**src/rtl/sysid_read_arbiter.sv**
```systemverilog
// Two-master round-robin read arbiter in front of a zero-wait-state sysid slave.
// Each read runs IDLE -> CAPTURE -> RESPOND and checks the ID/timestamp words it returns.
module sysid_read_arbiter #(
    parameter logic [31:0] EXPECTED_ID        = 32'd0,
    parameter logic [31:0] EXPECTED_TIMESTAMP = 32'd1513181670
) (
    input  logic        clock,
    input  logic        reset,
    input  logic        m0_address,
    input  logic        m0_read,
    output logic        m0_waitrequest,
    output logic [31:0] m0_readdata,
    output logic        m0_readdatavalid,
    input  logic        m1_address,
    input  logic        m1_read,
    output logic        m1_waitrequest,
    output logic [31:0] m1_readdata,
    output logic        m1_readdatavalid,
    output logic        slave_address,
    input  logic [31:0] slave_readdata,
    output logic        busy,
    output logic        id_mismatch,
    output logic        ts_mismatch
);

    typedef enum logic [1:0] {
        IDLE    = 2'd0,
        CAPTURE = 2'd1,
        RESPOND = 2'd2
    } state_t;

    state_t      r_state;
    state_t      w_nextState;
    logic        r_lastGrant;
    logic        r_grant;
    logic        r_slaveAddress;
    logic [31:0] r_m0Readdata;
    logic [31:0] r_m1Readdata;
    logic        r_idMismatch;
    logic        r_tsMismatch;
    logic        w_grant;
    logic        w_accept;
    logic        w_address;
    logic        w_idle;

    always_ff @(posedge clock) begin
        if (reset) begin
            r_state <= IDLE;
        end else begin
            r_state <= w_nextState;
        end
    end

    // Contention goes to whichever master lost last time; reset leaves last_grant at 1 so m0 wins first.
    always_comb begin
        w_nextState      = r_state;
        w_grant          = 1'b0;
        w_idle           = (r_state == IDLE);
        w_accept         = 1'b0;
        w_address        = 1'b0;
        m0_waitrequest   = 1'b1;
        m1_waitrequest   = 1'b1;
        m0_readdatavalid = 1'b0;
        m1_readdatavalid = 1'b0;
        busy             = 1'b0;

        if (m0_read && m1_read) begin
            w_grant = ~r_lastGrant;
        end else if (m1_read) begin
            w_grant = 1'b1;
        end
        w_address = w_grant ? m1_address : m0_address;
        w_accept  = w_idle && (m0_read || m1_read) && !reset;

        case (r_state)
            IDLE:    if (w_accept) w_nextState = CAPTURE;
            CAPTURE: w_nextState = RESPOND;
            RESPOND: w_nextState = IDLE;
            default: w_nextState = IDLE;
        endcase

        m0_waitrequest   = !(w_accept && !w_grant);
        m1_waitrequest   = !(w_accept && w_grant);
        m0_readdatavalid = (r_state == RESPOND) && !r_grant && !reset;
        m1_readdatavalid = (r_state == RESPOND) && r_grant && !reset;
        busy             = !w_idle && !reset;
    end

    // Grant and address are frozen at accept so requesters may change freely mid-transaction.
    always_ff @(posedge clock) begin
        if (reset) begin
            r_lastGrant    <= 1'b1;
            r_grant        <= 1'b0;
            r_slaveAddress <= 1'b0;
        end else if (w_accept) begin
            r_lastGrant    <= w_grant;
            r_grant        <= w_grant;
            r_slaveAddress <= w_address;
        end
    end

    always_ff @(posedge clock) begin
        if (reset) begin
            r_m0Readdata <= 32'd0;
            r_m1Readdata <= 32'd0;
            r_idMismatch <= 1'b0;
            r_tsMismatch <= 1'b0;
        end else if (r_state == CAPTURE) begin
            if (r_grant) begin
                r_m1Readdata <= slave_readdata;
            end else begin
                r_m0Readdata <= slave_readdata;
            end
            if (!r_slaveAddress && (slave_readdata != EXPECTED_ID)) begin
                r_idMismatch <= 1'b1;
            end
            if (r_slaveAddress && (slave_readdata != EXPECTED_TIMESTAMP)) begin
                r_tsMismatch <= 1'b1;
            end
        end
    end

    assign slave_address = r_slaveAddress;
    assign m0_readdata   = r_m0Readdata;
    assign m1_readdata   = r_m1Readdata;
    assign id_mismatch   = r_idMismatch;
    assign ts_mismatch   = r_tsMismatch;

    // Simulation-only sanity: at most one master is ever accepted or answered at a time.
    assert property (@(posedge clock) disable iff (reset) !(!m0_waitrequest && !m1_waitrequest));
    assert property (@(posedge clock) disable iff (reset) !(m0_readdatavalid && m1_readdatavalid));

endmodule

```
**config.mk**
```make
export PLATFORM = sky130hd
export DESIGN_NAME = sysid_read_arbiter
export DESIGN_NICKNAME = d
export VERILOG_FILES = /design/src/rtl/sysid_read_arbiter.sv
export SDC_FILE = /design/constraint.sdc
export NUM_CORES = 1
export LEC_CHECK = 0
export ABC_AREA = 1
export BUFFER_PORTS_ARGS = -buffer_cell sky130_fd_sc_hd__buf_4
export CAP_MARGIN = 20
export CORE_MARGIN = 4
export CORE_UTILIZATION = 25
export CTS_CLUSTER_SIZE = 8
export DETAILED_ROUTE_END_ITERATION = 12
export GPL_TIMING_DRIVEN = 0
export SYNTH_ARGS = -nofsm -noshare
export SYNTH_HDL_FRONTEND = slang
export SYNTH_SLANG_ARGS = --single-unit
```
**constraint.sdc**
```tcl
create_clock -name clock -period 3.3 [get_ports clock]
set_clock_uncertainty 0.05 [all_clocks]
set_input_delay 0.33 -clock clock [delete_from_list [all_inputs] [get_ports clock]]
set_output_delay 0.33 -clock clock [all_outputs]
set_load 0.02 [all_outputs]
```
==> flow_summary_export.csv <==
group,metric,value,unit
clocking,cts_tree,"done",
synth,ys_ff_latch,71,
setup_path,cp_data_required_time,2.92,ns
global_route,grt.overflow.total,0,
timing,final-setup-viol-count,0,
synth,yosysWarnings,0,
power_and_ir_drop,p_sw_share,25.54,%
finish,fin_nets,549,
clocking,numCtsBuffers,9,
synth,synth-edff-count,0,
synth,synth_common_cells,"nand2_1, dfxtp_1, a21oi_1",
routing,routed_via_density,4.552,
finish,diodes,0,
placement,port_buffers,109,
global_route,grtUsageTotal,14.83,%
power_and_ir_drop,power_density,562.3,mW/mm^2
setup_path,cp-startpoint,"r_grant",
synth,synthTopCellsByArea,"dfxtp_1, nand2_1, a21oi_1",
power_and_ir_drop,combPwrFrac,14.3,%
timing,setup_tns,0,ns
placement,placed_area,0.003874,mm^2
placement,place.gp.congestion,0.7737,
setup_path,cp-start-kind,"flop",
clocking,post_cts_resized,0,
finish,multi_input_area,0.001222,mm^2
clocking,cts_hold_buf,0,
timing,rsz0062_at_grt,"false",
placement,dp_cells,640,
power_and_ir_drop,clkPwrFrac,47.1,%
clocking,clockRootBuffer,"clkbuf_16",
routing,ant_nets,0,
placement,hpwl,7405,um
global_route,grt_max_degree,14,
finish,fillCellCount,1171,
finish,seq_area,0.001421,mm^2
routing,detail_route.iter0.violations,260,
power_and_ir_drop,internal-power,1.767,mW
finish,synthToLayoutAreaGrowth,46.52,%
status,status,"completed",
floorplanning,rows,38,
floorplanning,dieArea,0.01330,mm^2
timing,fin_crit_sh,61.74,%
global_route,antenna_found_initial,0,
clocking,clkTransAtPathRegs,0.06,ns
clocking,htreeDepth,3,
floorplanning,initial_utilization,26.00,%
synth,netlist.area_leader.share,49.35,%
clocking,clk_latency,0.33,ns
routing,drc,0,
synth,synth_top_cell_by_area,"dfxtp_1",
timing,timing.final.crit_period,2.037,ns
timing,relSlewSlack,65.01,%
synth,avgSynthCellArea,7.366,um^2
synth,synth_cell_type_count,17,
setup_path,crit_type,"reg -> out",
clocking,post_cts_buffers,0,
power_and_ir_drop,p_sw,0.6061,mW
synth,synth-async-reset-ratio,0,%
setup_path,crit_path_end_kind,"primary output",
routing,wl_per_cell,14.84,um
synth,syn_nets,429,
routing,drt-total-wl,9733,um
setup_path,crit_path_max_fanout,10,
finish,final_cell_count_no_fill,656,
synth,syn_inst,391,
finish,drive_above_1_share,28.68,%
routing,drt_first_pass_iters,4,
synth,synth_most_common_cell,"nand2_1",
finish,final_area,0.004220,mm^2
synth,yosysSeqAreaShare,49.35,%
floorplanning,die_w,115.3,um
hold_path,hp-class,"in -> reg",
timing,hold_violations,0,
clocking,cts_sinks,71,
setup_path,worst_ep_arrival_time,1.66,ns
job,max_cap_viol_count,0,
power_and_ir_drop,power.leakage,1.736,nW
global_route,grt_pass1_vias,3008,
global_route,grt_pass1_wl,15350,um
finish,final_core_util,38.10,%
clocking,clockBufferDepth,2,
power_and_ir_drop,total_power,2.373,mW
timing,maxSlewViolCount,0,
synth,synth_ff_type,"dfxtp_1",
routing,vias,2986,
power_and_ir_drop,seq_power_share,38.6,%
floorplanning,core_area,0.01108,mm^2
power_and_ir_drop,peakVddDrop,0.0002023,V
floorplanning,io-pin-count,110,
hold_path,min_from,"reset",
setup_path,timing.rr.start,"r_grant",
synth,syn-cell-area,0.002880,mm^2
timing,worst_slew_pin_slew,0.5248,ns
timing,max_freq,490.8,MHz
floorplanning,die_h,115.3,um
==> power by group through the flow <==
stage	registers [mW]	clock network, mW	logic [mW]
2_1_floorplan	0.973	0	0.143
3_3_place_gp	0.934	0	0.340
3_5_place_dp	0.935	0	0.343
4_1_cts	0.916	1.14	0.344
5_1_grt	0.920	1.18	0.374
6_report	0.916	1.12	0.338
==> kinds of logic after synthesis <==
family          share of synthesized area [%]
flops                                   49.35
buf+inv                                 8.210
compound gates                          12.77
simple gates                            29.67
==> cells in the final DEF (no fill, tap or decap), types with 4 or more instances in the layout <==
| master | instances |
|---|---|
| clkbuf_1 | 9 |
| buf_4 | 110 |
| buf_2 | 12 |
| dfxtp_1 | 71 |
| nand2_1 | 99 |
| inv_1 | 15 |
| nand3_1 | 67 |
| buf_6 | 6 |
| nor2_1 | 30 |
| o21ai_0 | 4 |
| clkbuf_16 | 9 |
| a21oi_1 | 68 |
==> per-layer routing <==
| layer | share of wire, % | vias to the layer above | global-route usage (%) |
|---|---|---|---|
| met5 | 0 | - | 0 |
| met4 | 1.6 | 0 | 4.930 |
| met3 | 8.8 | 10 | 5.158 |
| met2 | 47 | 89 | 24.15 |
| met1 | 43 | 1362 | 18.35 |
| li1 | - | 1525 | - |
==> cell type report <==
class | count | share of cell area [%]
clock buffer | 9 | 5.336
timing repair buffer | 109 | 19.39
inverter | 18 | 1.601
buffer | 28 | 4.002
sequential | 71 | 33.68
multi-input combinational | 274 | 28.97
tap | 140 | 4.151
clock inverter | 7 | 2.876
==> worst paths after layout <==
kind / endpoint / slack (ns) / depth (start not counted)
worst max-delay path: m0_readdatavalid / 1.26 / 4
worst min-delay path: r_state[0] / 0.15 / 2
worst max register to register: m0_readdata[23] / 1.96 / 6
worst min register to register: ts_mismatch / 0.40 / 2
==> critical path, stage by stage (launching register included) <==
cell	delay, ns
dfxtp_1	0.30
buf_4	0.16
clkbuf_1	0.25
nor4_1	0.41
buf_4	0.21
==> flip-flops by register name (all words and copies together), names as in the netlist <==
signal         flops
m0_readdata       32
m1_readdata       32
r_state            2
id_mismatch        1
r_grant            1
r_lastGrant        1
slave_address      1
ts_mismatch        1
==> per-stage QoR <==
stage               hold slack (ns)  worst slack [ns]
floorplan                    0.3870             1.564
global placement             0.3920             1.537
detailed placement           0.3972             1.519
CTS                          0.1403             1.258
global route                 0.1611             1.200
finish                       0.1485             1.263
Power figures use the tool's default switching activity.
